$ cat config.mk
export PLATFORM = sky130hd
export DESIGN_NAME = soc_bus_fabric_flat
export DESIGN_NICKNAME = d
export VERILOG_FILES = /design/src/rtl/soc_bus_pkg.sv /design/src/rtl/soc_bus_fabric_if.sv /design/src/rtl/soc_bus_decoder.sv /design/src/rtl/soc_bus_fabric.sv /design/src/flat_wrapper.sv
export SDC_FILE = /design/constraint.sdc
export NUM_CORES = 1
export LEC_CHECK = 0
export BUFFER_PORTS_ARGS = -buffer_cell sky130_fd_sc_hd__buf_2
export CAP_MARGIN = 20
export CORE_UTILIZATION = 50
export CTS_BUF_LIST = sky130_fd_sc_hd__clkbuf_4 sky130_fd_sc_hd__clkbuf_8
export DETAILED_ROUTE_END_ITERATION = 10
export PLACE_DENSITY = 0.87
export SYNTH_ARGS = -nofsm -noshare
export SYNTH_HDL_FRONTEND = slang
export SYNTH_HIERARCHICAL = 1
export SYNTH_SLANG_ARGS = --single-unit
$ cat constraint.sdc
create_clock -name clk -period 3.8 [get_ports clk]
set_clock_uncertainty 0.15 [all_clocks]
set_input_delay 0.19 -clock clk [delete_from_list [all_inputs] [get_ports clk]]
set_output_delay 0.19 -clock clk [all_outputs]
set_load 0.005 [all_outputs]
$ cat src/rtl/soc_bus_pkg.sv
// Shared types and constants for the SoC bus fabric: FSM states, error read data
// and the default two-slave address map.
package soc_bus_pkg;

  typedef enum logic [1:0] {
    ST_IDLE   = 2'd0,
    ST_ACCESS = 2'd1,
    ST_RESP   = 2'd2
  } bus_state_e;

  localparam int          MAX_SLAVES = 8;
  localparam logic [31:0] ERR_RDATA  = 32'h0000_0000;

  // Slave 0 is memory at 0x0000_0xxx, slave 1 is the LED block at 0x8000_000x.
  localparam logic [63:0] DEF_SLAVE_BASE = {32'h8000_0000, 32'h0000_0000};
  localparam logic [63:0] DEF_SLAVE_MASK = {32'hFFFF_FFF0, 32'hFFFF_F000};

  function automatic int idx_width(input int n);
    return (n > 1) ? $clog2(n) : 1;
  endfunction

endpackage

$ cat src/rtl/soc_bus_fabric_if.sv
// Core-side and slave-side bus signals of the fabric. The slave modport is the
// fabric's own view; the master modport is the view of the surrounding SoC.
interface soc_bus_fabric_if #(
  parameter int NUM_SLAVES = 2
);
  logic                       proc_rd_en_i;
  logic                       proc_wr_en_i;
  logic [31:0]                proc_addr_i;
  logic [31:0]                proc_data_i;
  logic [31:0]                proc_data_o;
  logic                       proc_ack_o;
  logic                       proc_err_o;
  logic [NUM_SLAVES-1:0]      slv_rd_en_o;
  logic [NUM_SLAVES-1:0]      slv_wr_en_o;
  logic [31:0]                slv_addr_o;
  logic [31:0]                slv_data_o;
  logic [NUM_SLAVES*32-1:0]   slv_data_i;
  logic [NUM_SLAVES-1:0]      slv_ack_i;

  modport master (
    output proc_rd_en_i, proc_wr_en_i, proc_addr_i, proc_data_i, slv_data_i, slv_ack_i,
    input  proc_data_o, proc_ack_o, proc_err_o, slv_rd_en_o, slv_wr_en_o, slv_addr_o,
           slv_data_o
  );

  modport slave (
    input  proc_rd_en_i, proc_wr_en_i, proc_addr_i, proc_data_i, slv_data_i, slv_ack_i,
    output proc_data_o, proc_ack_o, proc_err_o, slv_rd_en_o, slv_wr_en_o, slv_addr_o,
           slv_data_o
  );
endinterface

$ cat src/rtl/soc_bus_decoder.sv
// Combinational address decoder: lowest-index slave whose (addr & mask) == base wins.
module soc_bus_decoder
  import soc_bus_pkg::*;
#(
  parameter int                       NUM_SLAVES = 2,
  parameter logic [NUM_SLAVES*32-1:0] SLAVE_BASE = DEF_SLAVE_BASE,
  parameter logic [NUM_SLAVES*32-1:0] SLAVE_MASK = DEF_SLAVE_MASK,
  parameter int                       IDX_W      = idx_width(NUM_SLAVES)
) (
  input  logic [31:0]      i_addr,
  output logic             o_hit,
  output logic [IDX_W-1:0] o_idx
);

  // Scan from the top index down so the lowest matching slave is written last.
  always_comb begin
    o_hit = 1'b0;
    o_idx = {IDX_W{1'b0}};
    for (int i = NUM_SLAVES - 1; i >= 0; i--) begin
      if ((i_addr & SLAVE_MASK[i*32 +: 32]) == SLAVE_BASE[i*32 +: 32]) begin
        o_hit = 1'b1;
        o_idx = IDX_W'(i);
      end else begin
        o_hit = o_hit;
      end
    end
  end

endmodule

$ cat src/rtl/soc_bus_fabric.sv
// Single-master, N-slave bus fabric with registered strobes, read data and ack.
// Define SOC_BUS_FABRIC_TIMEOUT_EN to terminate hung slave accesses with an error.
module soc_bus_fabric
  import soc_bus_pkg::*;
#(
  parameter int                       NUM_SLAVES     = 2,
  parameter logic [NUM_SLAVES*32-1:0] SLAVE_BASE     = DEF_SLAVE_BASE,
  parameter logic [NUM_SLAVES*32-1:0] SLAVE_MASK     = DEF_SLAVE_MASK,
  parameter int                       TIMEOUT_CYCLES = 16
) (
  input  logic             clk,
  input  logic             rst_n,
  soc_bus_fabric_if.slave  bus
);

  localparam int IDX_W = idx_width(NUM_SLAVES);

  bus_state_e              r_state;
  bus_state_e              w_state_nxt;
  logic [31:0]             r_addr;
  logic [31:0]             r_wdata;
  logic                    r_is_rd;
  logic [IDX_W-1:0]        r_idx;
  logic                    w_hit;
  logic [IDX_W-1:0]        w_idx;
  logic                    w_req;
  logic                    w_bad_req;
  logic                    w_sel_ack;
  logic [31:0]             w_sel_data;
  logic                    w_tmo_hit;
  logic [NUM_SLAVES-1:0]   r_rd_en;
  logic [NUM_SLAVES-1:0]   r_wr_en;
  logic                    r_ack;
  logic                    r_err;
  logic [31:0]             r_rdata;
  logic [NUM_SLAVES-1:0]   w_rd_en_nxt;
  logic [NUM_SLAVES-1:0]   w_wr_en_nxt;
  logic                    w_ack_nxt;
  logic                    w_err_nxt;
  logic [31:0]             w_rdata_nxt;
  logic [IDX_W-1:0]        w_cur_idx;
  logic                    w_cur_rd;

  soc_bus_decoder #(
    .NUM_SLAVES (NUM_SLAVES),
    .SLAVE_BASE (SLAVE_BASE),
    .SLAVE_MASK (SLAVE_MASK),
    .IDX_W      (IDX_W)
  ) u_decoder (
    .i_addr (bus.proc_addr_i),
    .o_hit  (w_hit),
    .o_idx  (w_idx)
  );

  assign w_req      = bus.proc_rd_en_i | bus.proc_wr_en_i;
  assign w_bad_req  = (bus.proc_rd_en_i & bus.proc_wr_en_i) | ~w_hit;
  assign w_sel_ack  = bus.slv_ack_i[r_idx];
  assign w_sel_data = bus.slv_data_i[32*int'(r_idx) +: 32];

`ifdef SOC_BUS_FABRIC_TIMEOUT_EN
  localparam int CNT_W = (TIMEOUT_CYCLES > 2) ? $clog2(TIMEOUT_CYCLES) : 1;
  logic [CNT_W-1:0] r_tmo_cnt;

  // Counts ACCESS cycles; held at zero everywhere else so each access starts fresh.
  always_ff @(posedge clk or negedge rst_n) begin
    if (!rst_n) begin
      r_tmo_cnt <= {CNT_W{1'b0}};
    end else if (r_state != ST_ACCESS) begin
      r_tmo_cnt <= {CNT_W{1'b0}};
    end else begin
      r_tmo_cnt <= r_tmo_cnt + {{(CNT_W-1){1'b0}}, 1'b1};
    end
  end

  assign w_tmo_hit = (r_state == ST_ACCESS) && (r_tmo_cnt == CNT_W'(TIMEOUT_CYCLES - 1));
`else
  assign w_tmo_hit = 1'b0;
`endif

  // State register.
  always_ff @(posedge clk or negedge rst_n) begin
    if (!rst_n) begin
      r_state <= ST_IDLE;
    end else begin
      r_state <= w_state_nxt;
    end
  end

  // Next-state logic; a selected ack beats a simultaneous timeout.
  always_comb begin
    w_state_nxt = r_state;
    case (r_state)
      ST_IDLE: begin
        if (!w_req) begin
          w_state_nxt = ST_IDLE;
        end else if (w_bad_req) begin
          w_state_nxt = ST_RESP;
        end else begin
          w_state_nxt = ST_ACCESS;
        end
      end
      ST_ACCESS: begin
        if (w_sel_ack || w_tmo_hit) begin
          w_state_nxt = ST_RESP;
        end else begin
          w_state_nxt = ST_ACCESS;
        end
      end
      ST_RESP: w_state_nxt = ST_IDLE;
      default: w_state_nxt = ST_IDLE;
    endcase
  end

  // Next values of the registered outputs, derived from the state being entered.
  always_comb begin
    w_cur_idx   = (r_state == ST_IDLE) ? w_idx : r_idx;
    w_cur_rd    = (r_state == ST_IDLE) ? bus.proc_rd_en_i : r_is_rd;
    w_rd_en_nxt = {NUM_SLAVES{1'b0}};
    w_wr_en_nxt = {NUM_SLAVES{1'b0}};
    w_ack_nxt   = 1'b0;
    w_err_nxt   = 1'b0;
    w_rdata_nxt = r_rdata;
    case (w_state_nxt)
      ST_ACCESS: begin
        if (w_cur_rd) begin
          w_rd_en_nxt = NUM_SLAVES'(1'b1) << w_cur_idx;
        end else begin
          w_wr_en_nxt = NUM_SLAVES'(1'b1) << w_cur_idx;
        end
      end
      ST_RESP: begin
        w_ack_nxt = 1'b1;
        if ((r_state == ST_ACCESS) && w_sel_ack) begin
          w_err_nxt   = 1'b0;
          w_rdata_nxt = r_is_rd ? w_sel_data : 32'h0000_0000;
        end else begin
          w_err_nxt   = 1'b1;
          w_rdata_nxt = ERR_RDATA;
        end
      end
      default: begin
        w_ack_nxt = 1'b0;
      end
    endcase
  end

  // Transfer context captured when a request is accepted in IDLE.
  always_ff @(posedge clk or negedge rst_n) begin
    if (!rst_n) begin
      r_addr  <= 32'h0000_0000;
      r_wdata <= 32'h0000_0000;
      r_is_rd <= 1'b0;
      r_idx   <= {IDX_W{1'b0}};
    end else if ((r_state == ST_IDLE) && w_req) begin
      r_addr  <= bus.proc_addr_i;
      r_wdata <= bus.proc_data_i;
      r_is_rd <= bus.proc_rd_en_i;
      r_idx   <= w_idx;
    end else begin
      r_is_rd <= r_is_rd;
    end
  end

  // Output registers.
  always_ff @(posedge clk or negedge rst_n) begin
    if (!rst_n) begin
      r_rd_en <= {NUM_SLAVES{1'b0}};
      r_wr_en <= {NUM_SLAVES{1'b0}};
      r_ack   <= 1'b0;
      r_err   <= 1'b0;
      r_rdata <= 32'h0000_0000;
    end else begin
      r_rd_en <= w_rd_en_nxt;
      r_wr_en <= w_wr_en_nxt;
      r_ack   <= w_ack_nxt;
      r_err   <= w_err_nxt;
      r_rdata <= w_rdata_nxt;
    end
  end

  assign bus.slv_rd_en_o = r_rd_en;
  assign bus.slv_wr_en_o = r_wr_en;
  assign bus.slv_addr_o  = r_addr;
  assign bus.slv_data_o  = r_wdata;
  assign bus.proc_ack_o  = r_ack;
  assign bus.proc_err_o  = r_err;
  assign bus.proc_data_o = r_rdata;

endmodule

$ cat src/flat_wrapper.sv
// flat-port wrapper written by rule: the top's interface ports become plain ports
module soc_bus_fabric_flat import soc_bus_pkg::*;
#(
  parameter int                       NUM_SLAVES     = 2,
  parameter logic [NUM_SLAVES*32-1:0] SLAVE_BASE     = DEF_SLAVE_BASE,
  parameter logic [NUM_SLAVES*32-1:0] SLAVE_MASK     = DEF_SLAVE_MASK,
  parameter int                       TIMEOUT_CYCLES = 16
)
  (clk, rst_n, bus_proc_rd_en_i, bus_proc_wr_en_i, bus_proc_addr_i, bus_proc_data_i, bus_slv_data_i, bus_slv_ack_i, bus_proc_data_o, bus_proc_ack_o, bus_proc_err_o, bus_slv_rd_en_o, bus_slv_wr_en_o, bus_slv_addr_o, bus_slv_data_o);
  soc_bus_fabric_if #(.NUM_SLAVES(NUM_SLAVES)) bus_i ();
  input  logic clk;
  input  logic rst_n;
  input wire logic [$bits(bus_i.proc_rd_en_i)-1:0] bus_proc_rd_en_i;
  input wire logic [$bits(bus_i.proc_wr_en_i)-1:0] bus_proc_wr_en_i;
  input wire logic [$bits(bus_i.proc_addr_i)-1:0] bus_proc_addr_i;
  input wire logic [$bits(bus_i.proc_data_i)-1:0] bus_proc_data_i;
  input wire logic [$bits(bus_i.slv_data_i)-1:0] bus_slv_data_i;
  input wire logic [$bits(bus_i.slv_ack_i)-1:0] bus_slv_ack_i;
  output wire logic [$bits(bus_i.proc_data_o)-1:0] bus_proc_data_o;
  output wire logic [$bits(bus_i.proc_ack_o)-1:0] bus_proc_ack_o;
  output wire logic [$bits(bus_i.proc_err_o)-1:0] bus_proc_err_o;
  output wire logic [$bits(bus_i.slv_rd_en_o)-1:0] bus_slv_rd_en_o;
  output wire logic [$bits(bus_i.slv_wr_en_o)-1:0] bus_slv_wr_en_o;
  output wire logic [$bits(bus_i.slv_addr_o)-1:0] bus_slv_addr_o;
  output wire logic [$bits(bus_i.slv_data_o)-1:0] bus_slv_data_o;
  assign bus_i.proc_rd_en_i = bus_proc_rd_en_i;
  assign bus_i.proc_wr_en_i = bus_proc_wr_en_i;
  assign bus_i.proc_addr_i = bus_proc_addr_i;
  assign bus_i.proc_data_i = bus_proc_data_i;
  assign bus_i.slv_data_i = bus_slv_data_i;
  assign bus_i.slv_ack_i = bus_slv_ack_i;
  assign bus_proc_data_o = bus_i.proc_data_o;
  assign bus_proc_ack_o = bus_i.proc_ack_o;
  assign bus_proc_err_o = bus_i.proc_err_o;
  assign bus_slv_rd_en_o = bus_i.slv_rd_en_o;
  assign bus_slv_wr_en_o = bus_i.slv_wr_en_o;
  assign bus_slv_addr_o = bus_i.slv_addr_o;
  assign bus_slv_data_o = bus_i.slv_data_o;
  soc_bus_fabric #(.NUM_SLAVES(NUM_SLAVES), .SLAVE_BASE(SLAVE_BASE), .SLAVE_MASK(SLAVE_MASK), .TIMEOUT_CYCLES(TIMEOUT_CYCLES)) u_core (.clk(clk), .rst_n(rst_n), .bus(bus_i));
endmodule
# ---- Word level (Yosys, flattened, before mapping)
# Cells that the tools add are included.
# Widths: inputs -> output; s select.
dict set report word_totals {
  in_bits 134
  wordCells 45
  out_inout_bits 102
  register_bits 106
}
dict set report classes {
  n_bitwise 4
  shift 2
  reduce_logical 4
  order_cmp 1
  mux 20
  eq_ne 4
}
# operator n
set op_table {}
lappend op_table {{$mux 32} 2}
lappend op_table {{$shiftx 64x7->32} 1}
lappend op_table {{$logic_not 32->1} 1}
lappend op_table {{$eq 28x28->1 const B} 1}
lappend op_table {{$mux 2} 7}
lappend op_table {{$mux 1} 10}
lappend op_table {{$eq 2x1->1 const B} 2}
lappend op_table {{$pmux 2 s2} 1}
lappend op_table {{$eq 2x2->1 const B} 1}
lappend op_table {{$logic_and 1x1->1} 2}
lappend op_table {{$logic_not 2->1} 1}
lappend op_table {{$lt 1x2->1 const B} 1}
lappend op_table {{$or 1x1->1} 2}
lappend op_table {{$shl 1x1->2 const A} 1}
lappend op_table {{$and 1x1->1} 1}
lappend op_table {{$not 1->1} 1}

# ---- Longest topological paths before layout
# Gate-level depths: netlist of run 1.
dict set report logic_depth {
  ltp_word 10
  depth_mapped 9
  ltp_nobuf 8
}

# ---- Hierarchy
# Netlist of run 1, hierarchy kept.
# mod n_inst area_each_um2 cells_per_inst seq_area_each_um2
set modules_own_cells {}
lappend modules_own_cells {soc_bus_fabric 1 4423.0 313 2652.5}
lappend modules_own_cells {soc_bus_decoder 1 78.8 12 0.0}

# ---- Least setup slack after synthesis of run 1
# Ideal clock, no wire load.
dict set report synth_path {
  path_kind {input to register}
  from {in bus_proc_addr_i[22]}
  to {reg u_core.r_rdata[22] (netlist: u_core/bus.proc_data_o[22])}
  required_ps 3549
  arrival_ps 1775
  path_buffers 1
  setup_ps 101
  path_slack_ps 1774
  stages 9
  path_cell_list {nor4_1 > nand4_1 > a211oi_1 > inv_1 > maj3_1 > nand2_1 > inv_2 > clkbuf_1 > o32ai_1}
}
dict set report synth_via {
  elab_chain_cells 9
  word_cells_on_any_way 10
  classes_between {2 x eq/ne; 5 x mux; 2 x bitwise; 1 x reduce/logical}
}
# item line_no
set synth_lines {}
lappend synth_lines {{start: declaration} flat_wrapper.sv:15} ;# input wire logic [$bits(bus_i.proc_addr_i)-1:0] bus_proc_addr_i;
lappend synth_lines {{$eq 28x28->1} soc_bus_decoder.sv:20} ;# if ((i_addr & SLAVE_MASK[i*32 +: 32]) == SLAVE_BASE[i*32 +: 32]) begin
lappend synth_lines {{$mux 1} soc_bus_decoder.sv:20}
lappend synth_lines {{$mux 1 *} soc_bus_decoder.sv:20}
lappend synth_lines {{via u_core.w_hit} soc_bus_fabric.sv:24} ;# logic w_hit;
lappend synth_lines {{$not 1->1 *} soc_bus_fabric.sv:56} ;# assign w_bad_req = (bus.proc_rd_en_i & bus.proc_wr_en_i) | ~w_hit;
lappend synth_lines {{$or 1x1->1 *} soc_bus_fabric.sv:56}
lappend synth_lines {{$mux 2 *} soc_bus_fabric.sv:96} ;# end else if (w_bad_req) begin
lappend synth_lines {{$mux 2 *} soc_bus_fabric.sv:94} ;# if (!w_req) begin
lappend synth_lines {{$pmux 2 s2 *} soc_bus_fabric.sv:92} ;# case (r_state)
lappend synth_lines {{$eq 2x2->1 *} soc_bus_fabric.sv:123} ;# case (w_state_nxt)
lappend synth_lines {{end signal: assignment} soc_bus_fabric.sv:177} ;# r_rdata <= w_rdata_nxt;
lappend synth_lines {{end: declaration} soc_bus_fabric.sv:35} ;# logic [31:0] r_rdata;
# Mark *: on every way through the listed nets, which the timed path passes. The rest lies on a longest branch.
# A chain may end at the register's enable or synchronous reset.

# ---- Worst setup path in the final report of run 1
dict set report layout_path {
  from {in bus_proc_addr_i[22]}
  to {reg u_core.r_rdata[20] (netlist: u_core/bus.proc_data_o[20])}
}
# The elaborated chain is that of the path after synthesis.

==> implementation parameters, run 1 <==
Parameter                              Value

Timing
  Number of slew-limit violations in the final report    0
  Normalized max-slew margin    0.364
  Slew of the pin with the lowest slew margin    between 0.9 and 1 ns
  Setup violators final    0
  Final worst-path cycle share    0.742
  Post-Route Hold Slack    between 0.02 and 0.025 ns
  Setup total negative slack    0 ns
  Fin crit period    2.82 ns
  Final Hold Fails    0
  Maximum clock rate    355 MHz
  RSZ-0062 raised after global routing    false

Clock tree
  Clock tree from TritonCTS    built
  Source-to-sink clock delay at the later pin of the worst-skew pair    0.35 ns
  Root buffer selected by CTS    sky130_fd_sc_hd__clkbuf_8
  Clock buffer depth    2
  Post-CTS setup repair buffer count    0
  Clk sink count    106
  Max H-tree Level    3
  Clock-pin slew reported for the worst setup and hold paths after clock tree synthesis    around 0.10 ns
  Number of CTS-inserted buffers    9
  Number of gates given a new drive strength after cts    0

Detailed routing
  Routed WL per cell    17.6 um
  Total iterations of the first detailed-routing run    6
  Vias/cell    5.35
  Residual DRC count    0
  Post-detailed-routing wire length    12.9 mm
  Post-route antenna net violation count    0
  Via count of the routed design    3918
  Initial drt markers    122

Power
  Portion of total power attributed to combinational logic    0.213
  Leakage power figure    3.18 nW
  PD cells    378 nW/um^2
  Worst vdd ir    ~0.27 mV
  Share of total power in the clock network    0.259
  Total power    2.51 mW
  Psw    ~0.71 mW
  Internal    1.80 mW
  Part of the total power dissipated in sequential elements    0.528
  Switching share of power    0.284

Die
  Initial cell density of the core    0.516
  Floorplan die width    96.9 um
  Num rows    34
  Die Ht    96.9 um
  Io pins    236
  Standard cell core area    8720 sq um
  Full die area    9390 sq um

Global routing
  Met3 layer usage reported by global route    0.0506
  Pin count of the biggest net entering global routing    78
  Vias in the first global route    around 4000
  Number of antenna violations at the first check in global routing    0
  Met1 usage in global routing    0.304
  Grt peak-use layer    met2
  Global-route total usage across every layer    0.275
  Met2 capacity usage during global routing    0.514
  GRT Residual Overflow    0
  First-pass GRT wire length    20.4 mm

Worst setup path
  Startpoint kind of the worst setup timing path    primary input
  Worst r2r dst    u_core/bus.slv_data_o[17]
  Worst setup path category    in2reg
  Cell depth of the worst flop-to-flop path    4
  CP Max Fanout    33
  Endpoint kind of the worst setup timing path    flop
  Worst setup path endpoint    u_core/bus.proc_data_o[20]
  Worst R2R Start    u_core/r_state[1]
  Required time at the worst-slack endpoint    3.90 ns
  Data arrival time of the worst path    between 2 and 3 ns
  Startpoint of the most critical setup path    bus_proc_addr_i[22]
  R2R setup slack    about 1.4 ns

Yosys
  Flop and latch count out of synthesis    around 110
  Yosys synthesis warning count    6
  Number of distinct library cells after synthesis    30
  Seq/Total Area, Yosys    0.589
  Synthesized area divided by synthesized cell count    approximately 14 sq um
  Number of nets produced by synthesis    about 460
  Total standard cell area after synthesis    4500 sq um
  Syn Inst Count    between 300 and 400

Run status
  Status    complete, no violations

Layout
  Total number of nets in the final design    about 750
  Fraction of final layout cells sized beyond drive strength 1    0.430
  Antenna fix cells    0
  Growth of design area from synthesis to finish    47.4%

Place
  HPWL after detailed placement    approximately 8.3 mm
  Global placement routability congestion    0.821
  Count of port buffers added during placement    approximately 240

Hold path
  Min-delay worst type    in2reg

Job
  Max Cap Violations    0
how the worst min path moves through the flow:
stage / from / endpoint / slack, ns / cells after the start
floorplan: rst_n / u_core/bus.proc_ack_o / -0.26 / 0
global placement: rst_n / u_core/bus.slv_data_o[26] / 0.23 / 1
detailed placement: rst_n / u_core/bus.slv_data_o[26] / 0.25 / 1
CTS: bus_slv_data_i[14] / u_core/bus.proc_data_o[14] / 0.001 / 3
global route: bus_slv_data_i[50] / u_core/bus.proc_data_o[18] / 0.005 / 3
finish: bus_slv_data_i[8] / u_core/bus.proc_data_o[8] / 0.02 / 3
Yosys cell counts, drive strengths merged:
library cell	n	area share
nor3	2	0.0022
o21a	1	0.0017
nor4	6	0.0083
nand4	1	0.0014
nor2	3	0.0031
a32oi	1	0.0019
dfrtp	106	0.59
o21ai	1	0.0011
or3b	1	0.0019
clkbuf	7	0.0058
nand2	35	0.029
a211oi	1	0.0017
nor4b	1	0.0033
buf	17	0.022
maj3	1	0.0022
mux2i	35	0.078
inv	3	0.0025
mux2	66	0.17
or3	1	0.0014
and3	2	0.0028
o32ai	32	0.072
xor2	1	0.0019
nand3	1	0.0011
registers in the layout (all words and copies together), names as in the netlist:
register / count
u_core/r_is_rd: 1
u_core/r_state: 2
u_core/bus.slv_addr_o: 32
u_core/bus.proc_data_o: 32
u_core/bus.slv_rd_en_o: 2
u_core/bus.slv_wr_en_o: 2
u_core/bus.proc_ack_o: 1
u_core/bus.slv_data_o: 32
u_core/bus.proc_err_o: 1
u_core/r_idx: 1
power by group through the flow:
| stage | Clock (mW) | Sequential [mW] | Combinational, mW |
|---|---|---|---|
| after floorplan | 0 | 1.35 | 0.180 |
| after global placement | 0 | 1.33 | 0.443 |
| after detailed placement | 0 | 1.34 | 0.462 |
| after CTS | 0.664 | 1.32 | 0.517 |
| after global routing | 0.709 | 1.34 | 0.572 |
| final | 0.651 | 1.33 | 0.534 |
metrics by stage:
step | area (sq um) | utilization | worst slack, ns | instances
after global placement | 5730 | 0.657 | 1.38 | 647
after CTS | 6600 | 0.757 | 1.08 | 731
after floorplan | 4500 | - | 1.77 | 325
after global routing | 6640 | 0.761 | 0.777 | 733
final | 6640 | 0.761 | 0.982 | 733
after detailed placement | 5750 | 0.659 | 1.23 | 648
per-layer routing:
metal	part of all wire	wire, um
met5	0	0
met4	0.033	431
met3	0.043	562
met2	0.55	7120
met1	0.37	4820
logic make-up (layout without fill, tap and decap cells):
group | after synthesis | in the layout | share of synthesized area
buf+inv | 27 | 327 | 0.0303
flops | 106 | 106 | 0.589
xor+xnor | 1 | 1 | 0.00195
simple gates | 53 | 53 | 0.0548
mux | 101 | 101 | 0.243
compound gates | 36 | 36 | 0.0787
fa+ha+maj | 1 | 1 | 0.00222
timing repair:
action	4_1_cts	5_1_grt
endpoints found under the setup margin	0	0
hold endpoints to repair	142	1
hold buffers	67	1
layout make-up:
class                   instances  area [sq um]
flip-flops and latches        106          2650
fillers                       557          2080
repair buffers                308          1940
multi-input cells             192          1710
well taps                     108           135
clock buffers                  10           131
clock inverters                 6          50.0
inverters                       3          11.3
layout by cell type (no fill, tap or decap), drive strengths merged, types with 2 or more instances in the layout:
cell         instances
dlygate4sd3         68
dfrtp              106
nor3                 2
nand2               35
clkinv               3
and3                 2
clkbuf              10
mux2i               35
mux2                66
buf                240
inv                  5
o32ai               32
nor2                 3
nor4                 6
worst max-delay path: stages:
cell and delay [ns]:
sky130_fd_sc_hd__dlygate4sd3_1 0.54, sky130_fd_sc_hd__buf_2 0.13, sky130_fd_sc_hd__nor4_1 0.38, sky130_fd_sc_hd__nand4_1 0.20, sky130_fd_sc_hd__a211oi_1 0.39, sky130_fd_sc_hd__inv_1 0.11, sky130_fd_sc_hd__maj3_1 0.36, sky130_fd_sc_hd__nand2_1 0.12
sky130_fd_sc_hd__inv_2 0.24, sky130_fd_sc_hd__o32ai_1 0.23
(Power assumes the default switching activity.)
==> inputs of run 2 (changes only) <==
- CORE_UTILIZATION: 50 -> 42
- PLACE_DENSITY: 0.87 -> 0.78
- clock period: 3.8 -> 2.3 ns (I/O delays scaled with it)
==> run 2 against run 1 <==
Compared with the run above:
- register-to-register slack worse by 1.2 ns
- sequential power is 65% higher
- first-iteration DRC count is 64% higher
- count of clock-buffer cells in the layout is 1 higher
- flip-flop and latch count stayed put
- critical path type unchanged
- total power is 73% higher
- wire length is 6.1% higher
- die area is 19% higher
==> implementation parameters, run 2 (synthesis results as in run 1) <==
Parameter                              Value

Timing
  Setup total negative slack    0 ns (unchanged)
  Normalized max-slew margin    0.563 (+0.199)
  Fin crit period    around 2.2 ns
  Slew of the pin with the lowest slew margin    0.655 ns (-0.298 ns)
  Post-Route Hold Slack    0.0113 ns (-0.0113 ns)
  Maximum clock rate    452 MHz
  Setup violators final    0 (unchanged)
  Final worst-path cycle share    0.962
  Final Hold Fails    0 (unchanged)
  Min setup slack post-route    0.0866 ns (-0.895 ns)
  Number of slew-limit violations in the final report    0 (unchanged)

Detailed routing
  Residual DRC count    0 (unchanged)
  Routed WL per cell    16.7 um (-5.4%)
  Vias/cell    5.00 (-6.5%)
  Via count of the routed design    4108 (+4.8%)
  Post-detailed-routing wire length    13.7 mm (+6.1%)
  Post-route antenna net violation count    0 (unchanged)
  Total iterations of the first detailed-routing run    4 (-2)
  Initial drt markers    200 (+64%)

Place
  Number of placed cells counting well taps    681 (+5.1%)
  Global placement routability congestion    0.806 (-1.9%)
  HPWL after detailed placement    8.04 mm (-3.0%)
  Setup WS pre-CTS    0.0140 ns (-1.22 ns)
  Count of port buffers added during placement    235 (unchanged)

Worst setup path
  Worst R2R Start    u_core/r_idx
  Startpoint kind of the worst setup timing path    primary input
  CP Max Fanout    33 (unchanged)
  Required time at the worst-slack endpoint    2.39 ns (-1.51 ns)
  Startpoint of the most critical setup path    bus_proc_addr_i[26]
  Endpoint kind of the worst setup timing path    flop
  Data arrival time of the worst path    2.30 ns (-0.61 ns)
  Worst setup path category    in2reg

Layout
  Growth of design area from synthesis to finish    62.5%
  Antenna fix cells    0 (unchanged)
  Total number of nets in the final design    816 (+8.2%)
  Number of non-filler instances in the completed layout    822 (+12%)
  Fraction of final layout cells sized beyond drive strength 1    0.401 (-0.0295)
  Sequential cell area    2650 sq um (unchanged)
  Number of inserted filler cells in the final layout    703 (+26%)
  Finished Core Util    0.706 (-0.0555)
  Footprint of the multi-input gates    1720 sq um (+0.58%)
  Most common library cell in the layout ignoring fill and taps    sky130_fd_sc_hd__buf_2
  Highest-count cells in the layout ignoring fill and taps    234 x sky130_fd_sc_hd__buf_2, 125 x sky130_fd_sc_hd__dlygate4sd3_1, 105 x sky130_fd_sc_hd__dfrtp_1

Clock tree
  Root buffer selected by CTS    sky130_fd_sc_hd__clkbuf_8
  Max H-tree Level    3 (unchanged)
  Number of CTS-inserted buffers    9 (unchanged)
  Clock-pin slew reported for the worst setup and hold paths after clock tree synthesis    0.10 ns (about the same)
  Clk sink count    106 (unchanged)
  Source-to-sink clock delay at the later pin of the worst-skew pair    0.35 ns (about the same)
  Clock buffer depth    2 (unchanged)
  Clock tree from TritonCTS    built

Global routing
  Met2 capacity usage during global routing    0.462 (-0.0517)
  Met1 usage in global routing    0.279 (-0.0244)
  Number of antenna violations at the first check in global routing    0 (unchanged)
  GRT Residual Overflow    0 (unchanged)
  Global-route total usage across every layer    0.250 (-0.0257)
  First-pass GRT wire length    21.7 mm (+6.1%)
  Vias in the first global route    4456 (+8.2%)
  Grt peak-use layer    met2
  Met3 layer usage reported by global route    0.0458 (-0.00481)
  Pin count of the biggest net entering global routing    67 (-14%)

Power
  Leakage power figure    3.45 nW (+8.6%)
  Worst vdd ir    0.410 mV (+52%)
  PD cells    595 nW/um^2 (+57%)

Die
  Initial cell density of the core    0.434 (-0.0821)
  Num rows    37 (+8.8%)
  Floorplan die width    106 um (+8.9%)
  Standard cell core area    10400 sq um (+19%)
  Full die area    11100 sq um (+19%)
  Die Ht    106 um (+8.9%)
  Io pins    236 (unchanged)

Hold path
  Min-delay worst type    in2async

Job
  Max Cap Violations    0 (unchanged)

Run status
  Status    complete, no violations
## run 2: power breakdown
group | switching [mW] | total [mW] | internal [mW]
clock network | 0.624 | 1.18 | 0.558
logic | 0.421 | 0.973 | 0.552
registers | 0.120 | 2.20 | 2.08
total | 1.17 | 4.35 | 3.19
## run 2: layout make-up
cell class	count	area share
inverter	3	0.00154
sequential	106	0.363
clock inverter	4	0.00701
multi-input combinational	192	0.236
timing repair buffer	370	0.349
tap	136	0.0233
clock buffer	11	0.0207
## run 2: timing repair
| item | in CTS | in global routing |
|---|---|---|
| gates resized for setup | 0 | 2 |
| setup buffers | 0 | 1 |
| endpoints found under the setup margin | 0 | 33 |
| endpoints found under the hold margin | 201 | 0 |
| hold buffers | 125 | 0 |
## run 2: final timing paths
path,cells past startpoint,end,slack [ns]
max,10,u_core/bus.proc_data_o[8],0.09
min,2,u_core/bus.slv_addr_o[12],0.01
max reg2reg,4,u_core/bus.proc_data_o[24],0.18
min reg2reg,1,u_core/bus.slv_data_o[19],0.35
max in group asynchronous,3,u_core/bus.proc_err_o,1.34
min in group clk,3,u_core/bus.proc_data_o[29],0.02
## run 2: worst max-delay path, cell delays in order
cell and delay [ns]:
sky130_fd_sc_hd__dlygate4sd3_1 0.53, sky130_fd_sc_hd__buf_2 0.13, sky130_fd_sc_hd__or3_1 0.42, sky130_fd_sc_hd__a211oi_2 0.22, sky130_fd_sc_hd__inv_1 0.07, sky130_fd_sc_hd__maj3_1 0.34
sky130_fd_sc_hd__nand2_1 0.10, sky130_fd_sc_hd__inv_2 0.05, sky130_fd_sc_hd__buf_12 0.16, sky130_fd_sc_hd__o32ai_1 0.15
## run 2: stage by stage
stage / power (mW) / instance area, sq um
detailed placement: 3.00 / 5850
global placement: 2.96 / 5850
global route: 4.54 / 7320
finish: 4.35 / 7320
CTS: 4.34 / 7300
floorplan: 2.52 / 4500
## run 2: per-layer routing
layer | wire, um | up-vias | part of all wire
li1 | - | 1910 | -
met1 | 5210 | 2000 | 0.38
met2 | 7400 | 169 | 0.54
met3 | 776 | 29 | 0.057
met4 | 334 | 0 | 0.024
met5 | 0 | - | 0
==> inputs of run 3 (changes only) <==
- PLACE_DENSITY: 0.78 -> 0.81
==> run 3 against run 2 <==
Compared with the run above:
- die area is the same
- register-to-register slack better by 0.02 ns
- sequential share of layout area is essentially flat
- worst hold slack improved by 0.026 ns
- total power is 0.64% lower
- sequential power barely moved
- via count up 1.3%
- largest cell class unchanged
- first-iteration DRC count increased by 12%
- setup slack better by 0.11 ns
- non-clock buffer count rose by 2
==> implementation parameters, run 3 (synthesis results as in run 1) <==
Parameter                              Value

Die
  Standard cell core area    10400 sq um (unchanged)
  Floorplan die width    106 um (unchanged)
  Initial cell density of the core    0.434 (unchanged)
  Io pins    236 (unchanged)
  Die Ht    106 um (unchanged)
  Num rows    37 (unchanged)
  Full die area    11100 sq um (unchanged)

Layout
  Finished Core Util    0.705 (about the same)
  Antenna fix cells    0 (unchanged)
  Highest-count cells in the layout ignoring fill and taps    234 x sky130_fd_sc_hd__buf_2, 129 x sky130_fd_sc_hd__dlygate4sd3_1, 105 x sky130_fd_sc_hd__dfrtp_1
  Total number of nets in the final design    818 (+0.25%)
  Growth of design area from synthesis to finish    62.5% (about the same)
  Fraction of final layout cells sized beyond drive strength 1    0.396 (-0.00465)
  Final instance area    7310 sq um (about the same)
  Most common library cell in the layout ignoring fill and taps    sky130_fd_sc_hd__buf_2

Worst setup path
  Number of buffers and inverters on the critical path    2 (-3)
  CP Max Fanout    35 (+6.1%)
  Largest incremental delay on the critical path    0.58 ns (+0.05 ns)
  Endpoint kind of the worst setup timing path    flop
  Crit path max-delay family    buffers and inverters
  Count of cell instances traversed by the critical path    4 (-6)
  Cell Chain, Critical Path    buf_6, mux2i_1, dlygate4sd3_1, o32ai_1
  Cell depth of the worst flop-to-flop path    4 (unchanged)
  Required time at the worst-slack endpoint    2.40 ns (about the same)
  Startpoint kind of the worst setup timing path    flop
  Critical Path Slowest Stage Cell    sky130_fd_sc_hd__dlygate4sd3_1
  Data arrival time of the worst path    2.20 ns (-0.10 ns)
  Worst setup path category    reg2reg

Detailed routing
  Post-route antenna net violation count    0 (unchanged)
  Total iterations of the first detailed-routing run    6 (+2)
  Routed WL per cell    16.8 um (+0.64%)
  Initial drt markers    224 (+12%)
  Residual DRC count    0 (unchanged)
  Post-detailed-routing wire length    13.9 mm (+1.0%)
  Via count of the routed design    4162 (+1.3%)
  Vias/cell    5.04 (+0.95%)

Clock tree
  Clock-pin slew reported for the worst setup and hold paths after clock tree synthesis    0.10 ns (about the same)
  Root buffer selected by CTS    sky130_fd_sc_hd__clkbuf_8
  Post-CTS setup repair buffer count    0 (unchanged)
  Number of CTS-inserted buffers    9 (unchanged)
  Clk sink count    106 (unchanged)
  Source-to-sink clock delay at the later pin of the worst-skew pair    0.36 ns (about the same)
  Clock buffer depth    2 (unchanged)
  Max H-tree Level    3 (unchanged)
  Clock tree from TritonCTS    built

Timing
  Setup violators final    0 (unchanged)
  Maximum clock rate    475 MHz (+5.2%)
  Number of slew-limit violations in the final report    0 (unchanged)
  Final Hold Fails    0 (unchanged)
  Final worst-path cycle share    0.915 (-0.0477)
  Normalized max-slew margin    0.573 (+0.0101)
  Fin crit period    2.10 ns (-0.110 ns)
  RSZ-0062 raised after global routing    false
  Setup total negative slack    0 ns (unchanged)
  Slew of the pin with the lowest slew margin    0.640 ns (-0.0151 ns)

Global routing
  GRT Residual Overflow    0 (unchanged)
  Number of antenna violations at the first check in global routing    0 (unchanged)
  Pin count of the biggest net entering global routing    67 (unchanged)
  Vias in the first global route    4585 (+2.9%)
  First-pass GRT wire length    22.2 mm (+2.4%)
  Global-route total usage across every layer    0.258 (+0.00818)

Place
  Count of port buffers added during placement    235 (unchanged)
  Global placement routability congestion    0.785 (-2.6%)
  HPWL after detailed placement    8.06 mm (+0.25%)
  Total placed instance area    5810 sq um (-0.56%)

Power
  PD cells    591 nW/um^2 (-0.61%)
  Worst vdd ir    0.386 mV (-5.7%)
  Total power    4.32 mW (-0.64%)
  Leakage power figure    3.44 nW (-0.15%)

Job
  Max Cap Violations    0 (unchanged)

Run status
  Status    complete, no violations

Hold path
  Cells on Worst Hold Path    3
  Min-delay worst type    in2reg
## run 3: cell types whose count changed in the layout (fill, tap and decap cells not counted), sizes merged
cell	previous run	this run
buf	245	243
clkbuf	11	10
clkinvlp	1	2
dlygate4sd3	125	129
inv	3	4
## run 3: metrics by stage
step	setup WS (ns)	std cells	hold WS (ns)
finish	0.196	825	0.0374
global route	0.0636	825	0.0109
CTS	0.114	825	0.0154
detailed placement	-0.180	680	-0.104
global placement	-0.0267	680	-0.105
floorplan	0.349	325	-0.331
## run 3: per-layer routing
metal  global-route usage  part of all wire  vias up
met5                    0                 0        -
met4                0.138             0.039        0
met3               0.0544             0.066       45
met2                0.467              0.52      195
met1                0.282              0.37     2010
li1                     -                 -     1912
## run 3: repair_timing
item	4_1_cts	5_1_grt
hold buffers	129	0
gates resized for setup	0	2
endpoints found under the setup margin	0	4
endpoints found under the hold margin	202	0
## run 3: path summary, 6_finish.rpt
check / to / slack (ns) / from
setup / recovery: u_core/bus.proc_data_o[13] / 0.20 / u_core/r_idx
hold / removal: u_core/bus.proc_data_o[29] / 0.04 / bus_slv_data_i[61]
setup reg to reg: u_core/bus.proc_data_o[13] / 0.20 / u_core/r_idx
hold reg to reg: u_core/bus.slv_data_o[0] / 0.34 / u_core/bus.slv_data_o[0]
max in group asynchronous: u_core/r_idx / 1.28 / rst_n
min in group asynchronous: u_core/bus.proc_data_o[27] / 0.06 / rst_n
## run 3: final cells by class
type                            count  area [sq um]
Sequential cell                   106          2650
Clock buffer                       10           138
Timing Repair Buffer              372          2560
Fill cell                         704          3060
Multi-Input combinational cell    192          1720
Clock inverter                      6          63.8
Tap cell                          136           170
Inverter                            3          11.3
## run 3: tightest hold or removal path, cell delays in order
cell                      delay [ns]
sky130_fd_sc_hd__buf_2          0.07
sky130_fd_sc_hd__mux2i_1        0.10
sky130_fd_sc_hd__o32ai_2        0.21
## run 3: power breakdown
group	switching, mW	internal, mW	leakage [nW]
clock network	0.636	0.534	0.0987
logic	0.420	0.544	2.02
registers	0.115	2.08	1.32
total	1.17	3.15	3.44
